`config.mk`:
```
export PLATFORM = sky130hd
export DESIGN_NAME = ex_stage
export DESIGN_NICKNAME = d
export VERILOG_FILES = /design/src/rtl/riscv_pkg.sv /design/src/rtl/alu.sv /design/src/rtl/ex_stage.sv
export SDC_FILE = /design/constraint.sdc
export NUM_CORES = 2
export LEC_CHECK = 0
export CAP_MARGIN = 20
export CORE_ASPECT_RATIO = 0.9
export CORE_UTILIZATION = 42
export DETAILED_ROUTE_END_ITERATION = 6
export SYNTH_ARGS = -nofsm -noshare
export SYNTH_HDL_FRONTEND = slang
export SYNTH_SLANG_ARGS = --single-unit
```
`constraint.sdc`:
```
create_clock -name clk -period 10.6 [get_ports clk]
set_input_delay 1.59 -clock clk [delete_from_list [all_inputs] [get_ports clk]]
set_output_delay 1.59 -clock clk [all_outputs]
set_load 0.03 [all_outputs]
```
`src/rtl/riscv_pkg.sv`:
```
`default_nettype none
// ---------------------------------------------------------------------------
// riscv_pkg : shared RV32IM execute-stage encodings and helpers -- Rev 1.0
// ---------------------------------------------------------------------------
package riscv_pkg;

  localparam logic [3:0] ALU_ADD   = 4'd0;
  localparam logic [3:0] ALU_SUB   = 4'd1;
  localparam logic [3:0] ALU_AND   = 4'd2;
  localparam logic [3:0] ALU_OR    = 4'd3;
  localparam logic [3:0] ALU_XOR   = 4'd4;
  localparam logic [3:0] ALU_SLT   = 4'd5;
  localparam logic [3:0] ALU_SLTU  = 4'd6;
  localparam logic [3:0] ALU_SLL   = 4'd7;
  localparam logic [3:0] ALU_SRL   = 4'd8;
  localparam logic [3:0] ALU_SRA   = 4'd9;
  localparam logic [3:0] ALU_PASSB = 4'd10;

  localparam logic [1:0] FWD_RD   = 2'b00;
  localparam logic [1:0] FWD_RESW = 2'b01;
  localparam logic [1:0] FWD_ALUM = 2'b10;

  localparam logic [2:0] F3_BEQ  = 3'b000;
  localparam logic [2:0] F3_BNE  = 3'b001;
  localparam logic [2:0] F3_BLT  = 3'b100;
  localparam logic [2:0] F3_BGE  = 3'b101;
  localparam logic [2:0] F3_BLTU = 3'b110;
  localparam logic [2:0] F3_BGEU = 3'b111;

  typedef enum logic [1:0] {
    ST_IDLE = 2'd0,
    ST_M1   = 2'd1,
    ST_M2   = 2'd2
  } mul_state_e;

  // Select 11 falls back to the register-file value.
  function automatic logic [31:0] fwd_mux(input logic [1:0] sel, input logic [31:0] rd,
                                          input logic [31:0] resw, input logic [31:0] alum);
    case (sel)
      FWD_RESW: fwd_mux = resw;
      FWD_ALUM: fwd_mux = alum;
      default:  fwd_mux = rd;
    endcase
  endfunction

endpackage
`default_nettype wire

```
`src/rtl/alu.sv`:
```
`default_nettype none
// ---------------------------------------------------------------------------
// alu : combinational RV32I ALU, unused op codes yield zero -- Rev 1.0
// ---------------------------------------------------------------------------
module alu
  import riscv_pkg::*;
(
  input  logic [31:0] a,
  input  logic [31:0] b,
  input  logic [3:0]  ALUControl,
  output logic [31:0] result
);

  always_comb begin
    result = '0;
    case (ALUControl)
      ALU_ADD:   result = a + b;
      ALU_SUB:   result = a - b;
      ALU_AND:   result = a & b;
      ALU_OR:    result = a | b;
      ALU_XOR:   result = a ^ b;
      ALU_SLT:   result = {31'd0, $signed(a) < $signed(b)};
      ALU_SLTU:  result = {31'd0, a < b};
      ALU_SLL:   result = a << b[4:0];
      ALU_SRL:   result = a >> b[4:0];
      ALU_SRA:   result = $signed(a) >>> b[4:0];
      ALU_PASSB: result = b;
      default:   result = '0;
    endcase
  end

endmodule
`default_nettype wire

```
`src/rtl/ex_stage.sv`:
```
`default_nettype none
// ---------------------------------------------------------------------------
// ex_stage : RV32IM execute stage (ID/EX reg, forwarding, ALU, branch, MUL) -- Rev 1.0
// ---------------------------------------------------------------------------
module ex_stage
  import riscv_pkg::*;
(
  input  logic        clk,
  input  logic        reset,
  input  logic        RegWriteD,
  input  logic        MemWriteD,
  input  logic        BranchD,
  input  logic        JumpD,
  input  logic        JalrD,
  input  logic        ALUSrcD,
  input  logic        MulD,
  input  logic [1:0]  ResultSrcD,
  input  logic [3:0]  ALUControlD,
  input  logic [2:0]  funct3D,
  input  logic [4:0]  rs1D,
  input  logic [4:0]  rs2D,
  input  logic [4:0]  rdD,
  input  logic [31:0] RD1D,
  input  logic [31:0] RD2D,
  input  logic [31:0] PCD,
  input  logic [31:0] ImmExtD,
  input  logic [31:0] PCplus4D,
  input  logic        FlushE,
  input  logic [1:0]  ForwardAE,
  input  logic [1:0]  ForwardBE,
  input  logic [31:0] ResultW,
  input  logic [31:0] ALUResultM,
  output logic        RegWriteE,
  output logic        MemWriteE,
  output logic [1:0]  ResultSrcE,
  output logic [4:0]  rdE,
  output logic [4:0]  rs1E,
  output logic [4:0]  rs2E,
  output logic [31:0] PCplus4E,
  output logic [31:0] ALUResultE,
  output logic [31:0] SrcBE,
  output logic        PCSrcE,
  output logic [31:0] PCTargetE,
  output logic        BusyE
);

  logic        regwrite_q, memwrite_q, branch_q, jump_q, jalr_q, alusrc_q, mul_q;
  logic [1:0]  resultsrc_q;
  logic [3:0]  aluctl_q;
  logic [2:0]  funct3_q;
  logic [4:0]  rs1_q, rs2_q, rd_q;
  logic [31:0] rd1_q, rd2_q, pc_q, imm_q, pcplus4_q;

  mul_state_e  state_q, state_d;
  logic [31:0] opa_q, opb_q, prod_q;

  logic [31:0] src_a, write_data, alu_b, alu_res, tgt_sum;
  logic        br_cond, busy;

  always_comb begin
    state_d = state_q;
    case (state_q)
      ST_IDLE: if (mul_q) state_d = ST_M1;
      ST_M1:   state_d = ST_M2;
      ST_M2:   state_d = ST_IDLE;
      default: state_d = ST_IDLE;
    endcase
  end

  // The instruction stays in EX as long as the sequencer will not be idle next cycle.
  assign busy = (state_d != ST_IDLE);

  always_ff @(posedge clk) begin
    if (reset) begin
      regwrite_q  <= 1'b0;
      memwrite_q  <= 1'b0;
      branch_q    <= 1'b0;
      jump_q      <= 1'b0;
      jalr_q      <= 1'b0;
      alusrc_q    <= 1'b0;
      mul_q       <= 1'b0;
      resultsrc_q <= 2'd0;
      aluctl_q    <= 4'd0;
      funct3_q    <= 3'd0;
      rs1_q       <= 5'd0;
      rs2_q       <= 5'd0;
      rd_q        <= 5'd0;
      rd1_q       <= 32'd0;
      rd2_q       <= 32'd0;
      pc_q        <= 32'd0;
      imm_q       <= 32'd0;
      pcplus4_q   <= 32'd0;
    end else if (!busy) begin
      regwrite_q  <= RegWriteD & ~FlushE;
      memwrite_q  <= MemWriteD & ~FlushE;
      branch_q    <= BranchD & ~FlushE;
      jump_q      <= JumpD & ~FlushE;
      jalr_q      <= JalrD & ~FlushE;
      mul_q       <= MulD & ~FlushE;
      rd_q        <= FlushE ? 5'd0 : rdD;
      alusrc_q    <= ALUSrcD;
      resultsrc_q <= ResultSrcD;
      aluctl_q    <= ALUControlD;
      funct3_q    <= funct3D;
      rs1_q       <= rs1D;
      rs2_q       <= rs2D;
      rd1_q       <= RD1D;
      rd2_q       <= RD2D;
      pc_q        <= PCD;
      imm_q       <= ImmExtD;
      pcplus4_q   <= PCplus4D;
    end
  end

  always_ff @(posedge clk) begin
    if (reset) begin
      state_q <= ST_IDLE;
      opa_q   <= 32'd0;
      opb_q   <= 32'd0;
      prod_q  <= 32'd0;
    end else begin
      state_q <= state_d;
      if (state_q == ST_IDLE && mul_q) begin
        opa_q <= src_a;
        opb_q <= write_data;
      end
      if (state_q == ST_M1) prod_q <= opa_q * opb_q;
    end
  end

  assign src_a      = fwd_mux(ForwardAE, rd1_q, ResultW, ALUResultM);
  assign write_data = fwd_mux(ForwardBE, rd2_q, ResultW, ALUResultM);
  assign alu_b      = alusrc_q ? imm_q : write_data;

  alu u_alu (
    .a          (src_a),
    .b          (alu_b),
    .ALUControl (aluctl_q),
    .result     (alu_res)
  );

  always_comb begin
    br_cond = 1'b0;
    case (funct3_q)
      F3_BEQ:  br_cond = (src_a == write_data);
      F3_BNE:  br_cond = (src_a != write_data);
      F3_BLT:  br_cond = ($signed(src_a) < $signed(write_data));
      F3_BGE:  br_cond = ($signed(src_a) >= $signed(write_data));
      F3_BLTU: br_cond = (src_a < write_data);
      F3_BGEU: br_cond = (src_a >= write_data);
      default: br_cond = 1'b0;
    endcase
  end

  assign tgt_sum    = (jalr_q ? src_a : pc_q) + imm_q;
  assign PCTargetE  = {tgt_sum[31:1], tgt_sum[0] & ~jalr_q};
  assign PCSrcE     = ~mul_q & (jump_q | (branch_q & br_cond));

  assign BusyE      = busy;
  assign RegWriteE  = regwrite_q & ~busy;
  assign MemWriteE  = memwrite_q & ~busy;
  assign ResultSrcE = resultsrc_q;
  assign rdE        = rd_q;
  assign rs1E       = rs1_q;
  assign rs2E       = rs2_q;
  assign PCplus4E   = pcplus4_q;
  assign SrcBE      = write_data;
  assign ALUResultE = (state_q == ST_M2) ? prod_q : alu_res;

endmodule
`default_nettype wire

```
## After elaboration in Yosys (flattened, before gate mapping)

Index checks and enable logic that the tools add are counted.

- Bits in writable memories: 0
- Bits in latches: 0
- Memories kept: 0
- Input port bits: 262
- Memory bits (read-only): 0
- Register bits: 289

- Eq/ne operators: 23
- Reductions and logical operators: 5
- Muxes and demuxes: 10
- Divide/modulo/power cells: 0
- Bitwise operators: 19
- Shift-type cells: 3
- $mul: 1
- Magnitude comparators: 6
- $add $sub $neg: 3

Operators by type and width:

| operator | number |
|---|---|
| $pmux 32 s11 | 1 |
| $lt 32x32->1 | 4 |
| $pmux 32 s2 | 2 |
| $mux 32 | 3 |
| $add 32x32->32 | 2 |
| $ge 32x32->1 | 2 |
| $and 32x32->32 | 1 |
| $eq 32x32->1 | 1 |
| $mul 32x32->32 | 1 |
| $ne 32x32->1 | 1 |
| $or 32x32->32 | 1 |
| $shl 32x5->32 | 1 |
| $shr 32x5->32 | 1 |
| $sshr 32x5->32 | 1 |
| $sub 32x32->32 | 1 |
| $xor 32x32->32 | 1 |
| $eq 4x3->1 const B | 4 |
| $eq 3x3->1 const B | 4 |
| $eq 4x4->1 const B | 3 |
| $and 1x1->1 | 11 |
| $eq 4x2->1 const B | 2 |
| $eq 2x1->1 const B | 3 |
| $eq 2x2->1 const B | 3 |
| $pmux 1 s6 | 1 |
| 12 further kinds | 15 |

## Logic depth before layout (Yosys ltp)

- Depth after elaboration: 7
- Mapped depth: 27
- Depth with buffers taken out: 25

## Modules after synthesis

From an unflattened synthesis, not the netlist that was laid out.

- Cell total of the unflattened synthesis: 5028
- Area, all modules: 38968.6 um^2

Modules (own cells, without submodules):

| module | area an instance (um^2) | cells an instance | times used | seq. area each (um^2) |
|---|---|---|---|---|
| ex_stage | 30234.0 | 3676 | 1 | 5785.5 |
| alu | 8734.6 | 1352 | 1 | 0.0 |

## Least setup slack after synthesis

No wires, ideal clock.

- Kind: input port to output port
- Start point: in ForwardBE[0]
- End point: out ALUResultE[24]
- Data arrival time: 6343 ps
- Path slack: 2667 ps
- Stages: 20
- Buffers on the path: 5
- Cells stage by stage: inv_1 ha_1 buf_6 clkbuf_1 clkbuf_1 clkbuf_1 nor2_1 a21oi_1 o21ai_0 ha_1 clkbuf_1 nor3_1 nand2_1 a2111o_1 nand3_1 o21ai_0 o31ai_1 a22oi_1 xnor2_1 o311ai_0

- Longest elaborated chain between the ends: 6

RTL lines:

| what | line | source |
|---|---|---|
| start, declared | ex_stage.sv:30 | `input logic [1:0] ForwardBE,` |
| $eq 2x2->1 / $eq 2x1->1 (equally long branches) | riscv_pkg.sv:39 | `case (sel)` |
| $pmux 32 s2 (*) | riscv_pkg.sv:39 |  |
| $mux 32 (*) | ex_stage.sv:133 | `assign alu_b = alusrc_q ? imm_q : write_data;` |
| $sub 32x32->32, or another cell as far along | alu.sv:18 | `ALU_SUB: result = a - b;` |
| $pmux 32 s11 (*) | alu.sv:16 | `case (ALUControl)` |
| $mux 32 (*) | ex_stage.sv:168 | `assign ALUResultE = (state_q == ST_M2) ? prod_q : alu_res;` |
| end, declared | ex_stage.sv:40 | `output logic [31:0] ALUResultE,` |

Mark *: on every way between the ends. The rest lies on a longest branch, timed or not.

## Worst setup path after layout

- Start point: in ForwardBE[0]
- End point: out ALUResultE[16]

Same word-level chain as after synthesis.

==> impl_metrics.ini <==
[outcome]
outcome = finished with violations
violations = DRC

[pwr]
p_comb_frac = 0.486
leakage_nw = 20.5
max-vdd-ir-drop_mv = 0.135
p_seq_frac = 0.240
pwr-share-clk = 0.274
swShare = 0.450
power.density_mw_per_mm2 = 114
intPower_mw = 2.86
power_mw = 5.19
p_switching_mw = 2.34

[critical_path]
crit_slowest_cell = o311ai_0
crit_arrival_ns = 8.00
cp_cell_sequence = clkdlybuf4s50_1 -> ha_1 -> buf_4 -> a22oi_1 -> nor2_1 -> a21oi_1 -> buf_4 -> o21ai_0 -> ha_1 -> nor3_1 -> nand2_1 -> a2111o_1 -> and4b_1 -> o311ai_0 -> a21oi_1 -> xnor2_1 -> o2111ai_1 -> a22o_1 -> clkdlybuf4s50_1
crit_path_end_kind = output port
cp_max_fo = 21
worstSetupStartpointType = input port
slowest_delay_ns = 0.64
path_class = in -> out
required_ns = 9.01

[finish]
multi_input_area_mm2 = 0.0301
areaGrowthSynthToFinish_pct = 16.7
nFillCells = 9104
layout-drive-gt1-share = 0.0502
register_area_mm2 = 0.00579
final_nets = 6255
final_util = 0.498

[floorplan]
start_util = 0.427
die_h_um = 292
die-area_mm2 = 0.0946
num_rows = 105
core-area_mm2 = 0.0918
die_x_um = 324
io_pins = 411

[sta]
tightest_slew_ns = 1.20
drv_slew = 0
max_freq_mhz = 104
fin_tns_setup_ns = 0
min_period_ns = 9.59
relSlewSlack = 0.198
hold_violations = 0
finalCritPeriodShare = 0.905
setup_viol = 0
rsz0062_at_grt = false
fin_skew_ns = 0.0274

[yosys]
async_flop_share = 0
syn_nets = 6038
ys_warn_count = 0
synth_cell_type_count = 87
ys.flop_type = dfxtp_1
netlist_instances = 5078
synth_seq_area_share = 0.148
postSynthRegisterBits = 289
postSynthAreaPerCell_um2 = 7.72
syn-cell-area_mm2 = 0.0392
synth_edf_count = 0

[clock_network]
clockRootBuffer = clkbuf_16
ctsHoldBuffers = 0
cts_tree = done
cts_made_buffers = 36
post_cts_buffers = 0
cts_buffer_depth = 3
clkTransAtPathRegs_ns = 0.06
h-tree-depth = 2
clock_sinks = 289
worstSkewPairLatency_ns = 0.59
cts_resized = 0

[placed_design]
place_congestion = 1.04
port_buffers = 410
place_hpwl_um = 137000

[detailed_routing]
via_count = 38500
routed_wl_um = 173000
wl_per_cell_um = 26.3
dr.first_iter.drc_count = 4232
postRouteAntennaNets = 0
route.detailed.drc = 7
viasPerCell = 5.87
first_pass_iters = 7

[global_route]
grt_max_degree = 143
grt_pass1_vias = 37900
overflow = 0
grt_antenna_before_repair = 4
gr-usage-all-layers = 0.364
grt_pass1_wl_um = 255000

[min_path]
worstHoldPathType = reg -> reg

[flow_run]
drv_cap = 0
-- through the flow --
stage | instances | hold WS, ns | worst slack [ns] | cell area, µm²
2_1_floorplan | 5078 | 0.427 | 2.67 | 39200
3_3_place_gp | 6487 | 0.437 | 1.30 | 44400
3_5_place_dp | 6487 | 0.443 | 1.15 | 44400
4_1_cts | 6553 | 0.451 | 1.11 | 45800
5_1_grt | 6554 | 0.465 | 0.753 | 45800
6_report | 6556 | 0.449 | 1.01 | 45800
-- critical path, delay by kind of cell --
kind | cells | cell delay, ns
AO/OA/AOI/OAI | 8 | 2.32
adder cells (fa/ha/maj) | 2 | 0.99
buffers and inverters | 4 | 1.66
AND/OR/NAND/NOR | 4 | 1.05
XOR/XNOR | 1 | 0.36
-- metal layers --
layer / GRT usage / share of wire / vias to the layer above / wire length [µm]
met3: 0.0821 / 0.099 / 296 / 17100
li1: - / - / 17200 / -
met5: 0 / 0.000070 / - / 12
met1: 0.522 / 0.44 / 19000 / 75400
met2: 0.537 / 0.43 / 1938 / 74100
met4: 0.116 / 0.036 / 2 / 6140
-- path summary, 6_finish.rpt --
check | slack (ns) | cells after the start | startpoint | endpoint
max | 1.01 | 19 | ForwardBE[0] | ALUResultE[16]
min | 0.45 | 2 | PCplus4E[20]$_SDFFE_PP0N_ | PCplus4E[20]$_SDFFE_PP0N_
max reg2reg | 2.93 | 23 | opb_q[6]$_SDFFE_PP0P_ | prod_q[29]$_SDFFE_PP0P_
min reg2reg | 0.45 | 2 | PCplus4E[20]$_SDFFE_PP0N_ | PCplus4E[20]$_SDFFE_PP0N_
-- power groups by stage --
stage               clock network, mW  registers [mW]  logic [mW]
floorplan                           0            1.24        1.43
global placement                    0            1.27        2.46
detailed placement                  0            1.27        2.44
CTS                              1.44            1.24        2.45
global route                     1.48            1.25        2.65
finish                           1.42            1.25        2.53
-- cells by family (layout without fill, tap and decap cells) --
kind of cell	Yosys count	count (layout)	share of synthesized area
AOI/OAI and AO/OA	1146	1146	0.182
xor gates and xnor gates	132	132	0.0295
adders and majority gates	698	698	0.301
buffers and inverters	885	1130	0.0876
DFF	289	289	0.148
muxes	188	188	0.0512
other	0	3	0
and+or+nand+nor	1740	1740	0.201
-- state kept, by name, indices dropped and copies added (netlist names), 32 cells and up --
signal / count
PCplus4E: 32
imm_q: 32
opa_q: 32
opb_q: 32
pc_q: 32
prod_q: 32
rd1_q: 32
rd2_q: 32
-- cell usage in the layout (no fill, tap or decap), drive strengths merged, types with 27 or more instances in the layout --
master           n
nand3           44
clkdlybuf4s50  408
a221oi          27
and2           304
nand2          899
a21oi          510
fa             411
o211ai          31
o21a            43
ha             287
o21ai          169
xnor2          100
nor2           279
xor2            32
a211oi          31
buf            112
a22oi           68
mux2            40
inv            543
nor3            62
a21o            46
mux2i          142
clkbuf          43
dfxtp          289
-- final cells by class --
cell class,instances,area share
well taps,1230,0.0336
clock inverters,23,0.00777
clock buffers,43,0.0216
flip-flops and latches,289,0.127
repair buffers,520,0.108
diodes,3,0.000164
inverters,544,0.0448
multi-input cells,3904,0.657
-- cell usage after synthesis (all sizes together), types with 19 or more instances --
cell type	n	area, µm²
ha	287	3590
xor2	32	280
nor3	62	315
a21oi	510	2550
xnor2	100	876
a22oi	68	510
and3	19	119
fa	411	8230
nand2	899	3370
and2	304	1900
mux2	40	450
buf	47	285
a31oi	25	156
nand3	44	220
a211oi	31	233
nor2	279	1050
o21a	43	323
o31ai	20	155
o21ai	169	846
dfxtp	289	5790
nor2b	25	156
a21o	46	345
inv	540	2030
or3	22	138
a221oi	27	236
clkbuf	294	1100
mux2i	142	1420
o211ai	31	233
Note: power is estimated with default switching activity, not from simulation.
